**src/rtl/angle_sweep_pkg.sv**
```systemverilog
// Shared state type, angle limits and per-stage sweep tables for the
// coarse-to-fine pose search sequencer.
package angle_sweep_pkg;

    typedef enum logic [2:0] {
        StIdle,
        StLoad,
        StSweep,
        StWaitSort,
        StDone
    } state_e;

    localparam int unsigned THETA_LIM = 300;
    localparam int unsigned PHI_LIM   = 1800;
    localparam int unsigned ALPHA_LIM = 3600;

    // Indexed by stage. Entries past stage 3 repeat the finest settings so any
    // NUM_STAGES up to 8 is well defined. Stage 0 sweeps the full range, so its
    // window entries are unused.
    localparam int unsigned DELTA_THETA     [8] = '{10, 10, 5, 1, 1, 1, 1, 1};
    localparam int unsigned DELTA_PHI       [8] = '{40, 20, 10, 2, 2, 2, 2, 2};
    localparam int unsigned THETA_WIN       [8] = '{0, 20, 10, 2, 2, 2, 2, 2};
    localparam int unsigned PHI_WIN         [8] = '{0, 40, 20, 4, 4, 4, 4, 4};
    localparam int unsigned ALPHA_STEP      [8] = '{200, 60, 30, 10, 10, 10, 10, 10};
    localparam int unsigned CAND_NUM        [8] = '{1, 10, 6, 3, 3, 3, 3, 3};
    localparam int unsigned COMPARE_NUM     [8] = '{10, 6, 3, 1, 1, 1, 1, 1};
    localparam int unsigned SCORE_ALPHA_NUM [8] = '{18, 60, 120, 360, 360, 360, 360, 360};

endpackage

```
**src/rtl/angle_axis_counter.sv**
```systemverilog
// One sweep axis: latches [min, max] and a step, walks min..max with the final
// step clamped onto max (so max is always visited), then wraps back to min.
module angle_axis_counter #(
    parameter int unsigned ANG_W = 12
) (
    input  logic             clk,
    input  logic             rst,
    input  logic             load,
    input  logic             step,
    input  logic [ANG_W-1:0] min_val,
    input  logic [ANG_W-1:0] max_val,
    input  logic [ANG_W-1:0] delta,
    output logic [ANG_W-1:0] value,
    output logic             last
);

    logic [ANG_W-1:0] val_q, val_d;
    logic [ANG_W-1:0] min_q, min_d;
    logic [ANG_W-1:0] max_q, max_d;
    logic [ANG_W-1:0] delta_q, delta_d;
    logic [ANG_W:0]   sum;

    // Next value: load bounds, or advance with clamp to max and wrap after max.
    always_comb begin
        val_d   = val_q;
        min_d   = min_q;
        max_d   = max_q;
        delta_d = delta_q;
        sum     = {1'b0, val_q} + {1'b0, delta_q};
        if (load) begin
            min_d   = min_val;
            max_d   = max_val;
            delta_d = delta;
            val_d   = min_val;
        end else if (step) begin
            if (last) begin
                val_d = min_q;
            end else if (sum > {1'b0, max_q}) begin
                val_d = max_q;
            end else begin
                val_d = sum[ANG_W-1:0];
            end
        end
    end

    // Axis registers with synchronous active-low reset.
    always_ff @(posedge clk) begin
        if (!rst) begin
            val_q   <= '0;
            min_q   <= '0;
            max_q   <= '0;
            delta_q <= '0;
        end else begin
            val_q   <= val_d;
            min_q   <= min_d;
            max_q   <= max_d;
            delta_q <= delta_d;
        end
    end

    assign value = val_q;
    assign last  = (val_q == max_q);

endmodule

```
**src/rtl/angle_sweep_controller.sv**
```systemverilog
// Coarse-to-fine pose search sequencer: emits (theta, phi, alpha) tuples with
// valid/ready over NUM_STAGES stages; stages after 0 sweep a clamped window
// around each sorted candidate.
module angle_sweep_controller
    import angle_sweep_pkg::*;
#(
    parameter int unsigned ANG_W      = 12,
    parameter int unsigned NUM_STAGES = 4,
    parameter int unsigned MAX_CAND   = 10,
    parameter int unsigned CAND_W     = 4
) (
    input  logic                          clk,
    input  logic                          rst,
    input  logic                          start,
    input  logic                          abort,
    input  logic [MAX_CAND*2*ANG_W-1:0]   cand_buf,
    input  logic                          sorted_rdy,
    input  logic                          angle_ready,
    output logic                          angle_valid,
    output logic [ANG_W-1:0]              theta,
    output logic [ANG_W-1:0]              phi,
    output logic [ANG_W-1:0]              alpha,
    output logic                          last_of_cand,
    output logic                          last_of_stage,
    output logic [2:0]                    stage_idx,
    output logic [CAND_W-1:0]             cand_idx,
    output logic [3:0]                    compare_num,
    output logic [8:0]                    score_alpha_num,
    output logic                          stage_start,
    output logic                          search_done
);

    state_e            state_q, state_d;
    logic [2:0]        stage_q, stage_d;
    logic [CAND_W-1:0] cand_q, cand_d;
    logic [CAND_W-1:0] cand_last;
    logic              sweeping, load, fire, cand_end;
    logic [ANG_W-1:0]  c_theta, c_phi, t_min, t_max, p_min, p_max, a_step;
    logic [ANG_W-1:0]  th_val, ph_val, al_val;
    logic              th_last, ph_last, al_last;

    function automatic logic [ANG_W-1:0] win_lo(input logic [ANG_W-1:0] c,
                                                input logic [ANG_W-1:0] w);
        return (c > w) ? c - w : '0;
    endfunction

    // Sum is one bit wider so a window near the top clamps instead of wrapping.
    function automatic logic [ANG_W-1:0] win_hi(input logic [ANG_W-1:0] c,
                                                input logic [ANG_W-1:0] w,
                                                input logic [ANG_W-1:0] lim);
        logic [ANG_W:0] s;
        s = {1'b0, c} + {1'b0, w};
        return (s > {1'b0, lim}) ? lim : s[ANG_W-1:0];
    endfunction

    assign sweeping = (state_q == StSweep);
    assign load     = (state_q == StLoad);
    assign fire     = sweeping && angle_ready;
    assign cand_end = th_last && ph_last && al_last;
    assign a_step   = ANG_W'(ALPHA_STEP[stage_q]);

    // Last candidate slot of the current stage, limited by the buffer size.
    always_comb begin
        cand_last = '0;
        if (stage_q != 3'd0) begin
            if (CAND_NUM[stage_q] > MAX_CAND) begin
                cand_last = CAND_W'(MAX_CAND - 1);
            end else begin
                cand_last = CAND_W'(CAND_NUM[stage_q] - 1);
            end
        end
    end

    // Select the current candidate slot and derive its clamped sweep bounds.
    always_comb begin
        c_theta = '0;
        c_phi   = '0;
        for (int k = 0; k < int'(MAX_CAND); k++) begin
            if (cand_q == CAND_W'(k)) begin
                c_theta = cand_buf[k*2*ANG_W + 2*ANG_W - 1 -: ANG_W];
                c_phi   = cand_buf[k*2*ANG_W + ANG_W - 1 -: ANG_W];
            end
        end
        if (stage_q == 3'd0) begin
            t_min = '0;
            t_max = ANG_W'(THETA_LIM);
            p_min = '0;
            p_max = ANG_W'(PHI_LIM);
        end else begin
            t_min = win_lo(c_theta, ANG_W'(THETA_WIN[stage_q]));
            t_max = win_hi(c_theta, ANG_W'(THETA_WIN[stage_q]), ANG_W'(THETA_LIM));
            p_min = win_lo(c_phi, ANG_W'(PHI_WIN[stage_q]));
            p_max = win_hi(c_phi, ANG_W'(PHI_WIN[stage_q]), ANG_W'(PHI_LIM));
        end
    end

    // Alpha is innermost, then phi, then theta.
    angle_axis_counter #(.ANG_W(ANG_W)) u_theta (
        .clk     (clk),
        .rst     (rst),
        .load    (load),
        .step    (fire && al_last && ph_last),
        .min_val (t_min),
        .max_val (t_max),
        .delta   (ANG_W'(DELTA_THETA[stage_q])),
        .value   (th_val),
        .last    (th_last)
    );

    angle_axis_counter #(.ANG_W(ANG_W)) u_phi (
        .clk     (clk),
        .rst     (rst),
        .load    (load),
        .step    (fire && al_last),
        .min_val (p_min),
        .max_val (p_max),
        .delta   (ANG_W'(DELTA_PHI[stage_q])),
        .value   (ph_val),
        .last    (ph_last)
    );

    angle_axis_counter #(.ANG_W(ANG_W)) u_alpha (
        .clk     (clk),
        .rst     (rst),
        .load    (load),
        .step    (fire),
        .min_val (a_step),
        .max_val (ANG_W'(ALPHA_LIM)),
        .delta   (a_step),
        .value   (al_val),
        .last    (al_last)
    );

    // Sequencer next state; abort overrides every other transition.
    always_comb begin
        state_d = state_q;
        stage_d = stage_q;
        cand_d  = cand_q;
        unique case (state_q)
            StIdle, StDone: begin
                if (start) begin
                    state_d = StLoad;
                    stage_d = '0;
                    cand_d  = '0;
                end
            end
            StLoad: state_d = StSweep;
            StSweep: begin
                if (fire && cand_end) begin
                    if (cand_q == cand_last) begin
                        state_d = StWaitSort;
                    end else begin
                        cand_d  = cand_q + 1'b1;
                        state_d = StLoad;
                    end
                end
            end
            StWaitSort: begin
                if (sorted_rdy) begin
                    if (stage_q == 3'(NUM_STAGES - 1)) begin
                        state_d = StDone;
                    end else begin
                        stage_d = stage_q + 3'd1;
                        cand_d  = '0;
                        state_d = StLoad;
                    end
                end
            end
            default: state_d = StIdle;
        endcase
        if (abort) begin
            state_d = StIdle;
            stage_d = '0;
            cand_d  = '0;
        end
    end

    // Sequencer state register with synchronous active-low reset.
    always_ff @(posedge clk) begin
        if (!rst) begin
            state_q <= StIdle;
            stage_q <= '0;
            cand_q  <= '0;
        end else begin
            state_q <= state_d;
            stage_q <= stage_d;
            cand_q  <= cand_d;
        end
    end

    // Tuple outputs read zero outside SWEEP so IDLE presents all-zero outputs.
    assign angle_valid     = sweeping;
    assign theta           = sweeping ? th_val : '0;
    assign phi             = sweeping ? ph_val : '0;
    assign alpha           = sweeping ? al_val : '0;
    assign last_of_cand    = sweeping && cand_end;
    assign last_of_stage   = last_of_cand && (cand_q == cand_last);
    assign stage_idx       = stage_q;
    assign cand_idx        = cand_q;
    assign compare_num     = (state_q != StIdle) ? 4'(COMPARE_NUM[stage_q]) : 4'd0;
    assign score_alpha_num = (state_q != StIdle) ? 9'(SCORE_ALPHA_NUM[stage_q]) : 9'd0;
    assign stage_start     = load && (cand_q == '0);
    assign search_done     = (state_q == StDone);

endmodule

```
**config.mk**
```make
export PLATFORM = sky130hd
export DESIGN_NAME = angle_sweep_controller
export DESIGN_NICKNAME = d
export VERILOG_FILES = /design/src/rtl/angle_sweep_pkg.sv /design/src/rtl/angle_axis_counter.sv /design/src/rtl/angle_sweep_controller.sv
export SDC_FILE = /design/constraint.sdc
export NUM_CORES = 1
export LEC_CHECK = 0
export ABC_AREA = 1
export BUFFER_PORTS_ARGS = -buffer_cell sky130_fd_sc_hd__buf_2
export CAP_MARGIN = 10
export CORE_MARGIN = 2
export CORE_UTILIZATION = 55
export CTS_CLUSTER_SIZE = 16
export DETAILED_ROUTE_END_ITERATION = 6
export GPL_ROUTABILITY_DRIVEN = 0
export PLACE_DENSITY = 0.93
export SLEW_MARGIN = 5
export SYNTH_ARGS = -nofsm -noshare
export SYNTH_HDL_FRONTEND = slang
export SYNTH_SLANG_ARGS = --single-unit
export TNS_END_PERCENT = 20
```
**constraint.sdc**
```tcl
create_clock -name clk -period 8.3 [get_ports clk]
set_clock_uncertainty 0.2 [all_clocks]
set_input_delay 0.415 -clock clk [delete_from_list [all_inputs] [get_ports clk]]
set_output_delay 0.415 -clock clk [all_outputs]
set_load 0.02 [all_outputs]
```
==> summary.txt <==
Mapped Area -> 10800 µm²
CTS sink count -> 101
Outcome -> finished with violations
Worst R2R Start -> cand_idx[1]$_SDFFE_PP0P_
Gate Count Post-Synth -> 1815
P per Cell Area -> 137 nW/µm²
GRT Overall Usage -> 39.2%
Hold Path Depth -> 4
Die ar. -> 20900 µm²
Hold Path Class -> in2reg
Post-synth top area share -> 18.6%
Pin count of the biggest net entering global routing -> 62
Most frequent cell after synthesis -> nand2_1
Total of max-cap violations -> 0
Arr. time, crit path -> 5.78 ns
Reg-to-Reg End -> u_theta.min_q[2]$_SDFFE_PN0P_
Compound-Gate Fraction of Synth Area -> 17.4%
Via density -> 5.91
Worst setup EP type -> flip-flop
Die Width -> 144 µm
Power share of the sequential group -> 30.2%
Clk slew on worst S/H paths -> 0.07 ns
Top FF cell, synth -> dfxtp_1
Root buf cell -> clkbuf_16
Avg WL per Cell -> 18.0 µm
Synth cell count leaders -> nand2_1, inv_1, nor2_1
Initial antenna violation count -> 7
Area grow syn2layout -> 16.9%
Crit path kind -> reg2reg
Clk pwr share -> 26.0%
Period utilization -> 69.5%
Vias -> 13800
Drt first pass iters -> 7
Cts bufs inserted -> 9
CTS-repair resized insts -> 0
Vias in the first global route -> 12300
Final #Nets -> 2386
Worst setup SP type -> flip-flop
Synth async-reset ratio -> 0%
Core region area -> 19400 µm²
FF-to-FF path depth -> 25
Share of cells above drive strength 1 -> 19.2%
Fin Hold WS -> 0.158 ns
Post-Synth Adder-Cell Area -> 9.83%
Grt total ovfl -> 0
H-Tree Depth -> 3
I/O Buffers -> 303
P_leak -> 6.43 nW
YS warnings -> 0
Required time of the worst setup path -> 8.31 ns
RSZ-0062 raised after global routing -> no
Count of cell types in the netlist -> 55
R2R setup slack -> 2.53 ns
Worst Hold Launch -> sorted_rdy
Flops & latches, synth -> 101
PnR Total Power -> 0.00173 W
Placement Rows -> 51
Register area share after synthesis -> 18.6%
Worst vdd ir -> 0.000110 V
Core Util, Final -> 65.4%
Simple-gate portion of the synthesized area -> 37.5%
EDFF count, synth -> 0
Final slew viol count -> 0
Final setup violating endpoints -> 0
Worst slew margin -> 40.3%
Synth area leader -> dfxtp_1
Xor/xnor share of the synthesized area -> 4.60%
Largest family of logic cells by synthesized area -> simple AND/OR/NAND/NOR gates
DRC viols -> 3
Hold-fix buffers, CTS -> 0
Net Switching -> 0.000742 W
Worst Tran Pin Value -> 0.892 ns
Post-layout min period -> 5.77 ns
Critical-path maximum fanout -> 19
Sw frac -> 42.8%
Final hold viol count -> 0
Syn_area_per_cell -> 5.98 µm²
First-pass GRT wire length -> 63700 µm
I/O pin total -> 307
Routed wire length -> 42100 µm
HPWL Detailed -> 33600 µm
Die height -> 144 µm
Comb power frac -> 43.8%
Setup WS post-layout -> 2.53 ns
Max clock buf depth -> 2
Routed Antenna Nets -> 0
Worst skew pair latency -> 0.36 ns
TritonCTS clock tree -> built
Internal -> 0.000993 W
Fmax -> 0.173 GHz
Initial DRC count -> 1783
Initial core utilization -> 55.9%
Post-CTS setup buffers -> 0
Setup tns final -> 0 ns
Violated checks -> design-rule violations
Hold endpoint -> state_q[0]$_SDFFE_PP0P_
Setup WS pre-CTS -> 2.83 ns
Proportion of synthesized area in mux cells -> 0%
Synth area leaders -> dfxtp_1, nand2_1, ha_1, inv_1, a21oi_1
metrics by stage:
step                instances  area [µm²]
floorplan                1817       10900
global placement         2313       12400
detailed placement       2313       12400
CTS                      2329       12700
global route             2335       12700
finish                   2336       12700
registers in the layout, summed over array words and instances (netlist names):
signal           count
u_phi.min_q         12
u_theta.max_q       12
u_phi.max_q         12
u_theta.min_q       12
u_alpha.value       11
u_phi.value         12
u_alpha.min_q        3
u_theta.value       12
state_q              3
u_phi.delta_q        3
u_theta.delta_q      2
stage_idx            3
cand_idx             4
cells by family (layout without fill, tap and decap cells):
| family | Yosys count | count (layout) |
|---|---|---|
| compound gates | 332 | 332 |
| xor+xnor | 57 | 57 |
| fa+ha+maj | 81 | 81 |
| buf+inv | 319 | 566 |
| flops | 101 | 101 |
| other cells | 1 | 10 |
| simple gates | 924 | 924 |
routing by layer:
metal  global-route usage (%)  part of all wire [%]  up-vias
li1                         -                     -     6393
met1                     49.9                    37     6219
met2                     63.4                    45     1010
met3                     8.41                    12      192
met4                     18.2                   5.8        0
met5                        0                     0        -
cells in the final DEF, fill, tap and decap left out, types with 5 or more instances in the layout:
cell type    n
xnor2_1     11
nand3_1    153
nor2_1     194
inv_1      220
nand2_1    457
nand2_2      6
o22ai_1      5
buf_2      303
or2_1        6
or2_2       17
nor2_4       6
diode_2      7
o21ai_0     88
fa_1         7
dfxtp_1    101
a31oi_1     14
o31ai_1      5
nand3b_1    15
a21oi_1    155
a221oi_1     9
xor2_1      46
nor2_2       5
nand4_1     32
buf_4        6
ha_1        74
inv_2       17
o2111ai_1   10
nor3_1      11
o211ai_1    14
clkbuf_16    9
o21ai_1     13
layout make-up:
type,instances,area (µm²)
diodes,7,17.5
clock buffers,10,239
clock inverters,6,68.8
fillers,1764,6720
inverters,241,907
multi-input cells,1397,7530
flip-flops and latches,101,2020
well taps,265,332
repair buffers,309,1560
power groups by stage:
stage                     sequential (W)  clock [W]  combinational (W)
after floorplan                 0.000528          0           0.000494
after global routing            0.000525   0.000470           0.000824
final                           0.000523   0.000452           0.000760
after detailed placement        0.000533          0           0.000721
after CTS                       0.000522   0.000449           0.000728
after global placement          0.000532          0           0.000702
critical path: stages (launching register included):
cell       delay [ns]
dfxtp_1          0.38
inv_1            0.12
ha_1             0.58
inv_2            0.34
nor3_2           0.71
nand2_1          0.12
nand3_1          0.13
o211ai_1         0.12
a31oi_1          0.16
a21oi_1          0.06
nor2_1           0.11
a21oi_1          0.05
o2111ai_1        0.22
o21ai_0          0.12
inv_1            0.11
ha_1             0.33
a21oi_1          0.20
o21ai_0          0.18
a21oi_1          0.20
nand2_1          0.10
nor2_1           0.25
nand3_1          0.11
nand2_1          0.08
nand2_1          0.30
nand3b_1         0.26
a21oi_1          0.10
worst max path at each step:
stage / start / to / slack [ns] / cells past startpoint
after global routing: cand_idx[1]$_SDFFE_PP0P_ / u_theta.min_q[2]$_SDFFE_PN0P_ / 2.18 / 25
final: cand_idx[1]$_SDFFE_PP0P_ / u_theta.min_q[2]$_SDFFE_PN0P_ / 2.53 / 25
after floorplan: cand_idx[0]$_SDFFE_PP0P_ / u_theta.max_q[2]$_SDFFE_PN0P_ / 3.83 / 27
after global placement: cand_idx[1]$_SDFFE_PP0P_ / u_theta.min_q[4]$_SDFFE_PN0P_ / 3.04 / 25
after CTS: cand_idx[1]$_SDFFE_PP0P_ / u_theta.min_q[2]$_SDFFE_PN0P_ / 2.78 / 25
after detailed placement: cand_idx[1]$_SDFFE_PP0P_ / u_theta.min_q[2]$_SDFFE_PN0P_ / 2.83 / 25
Power figures use the tool's default switching activity.
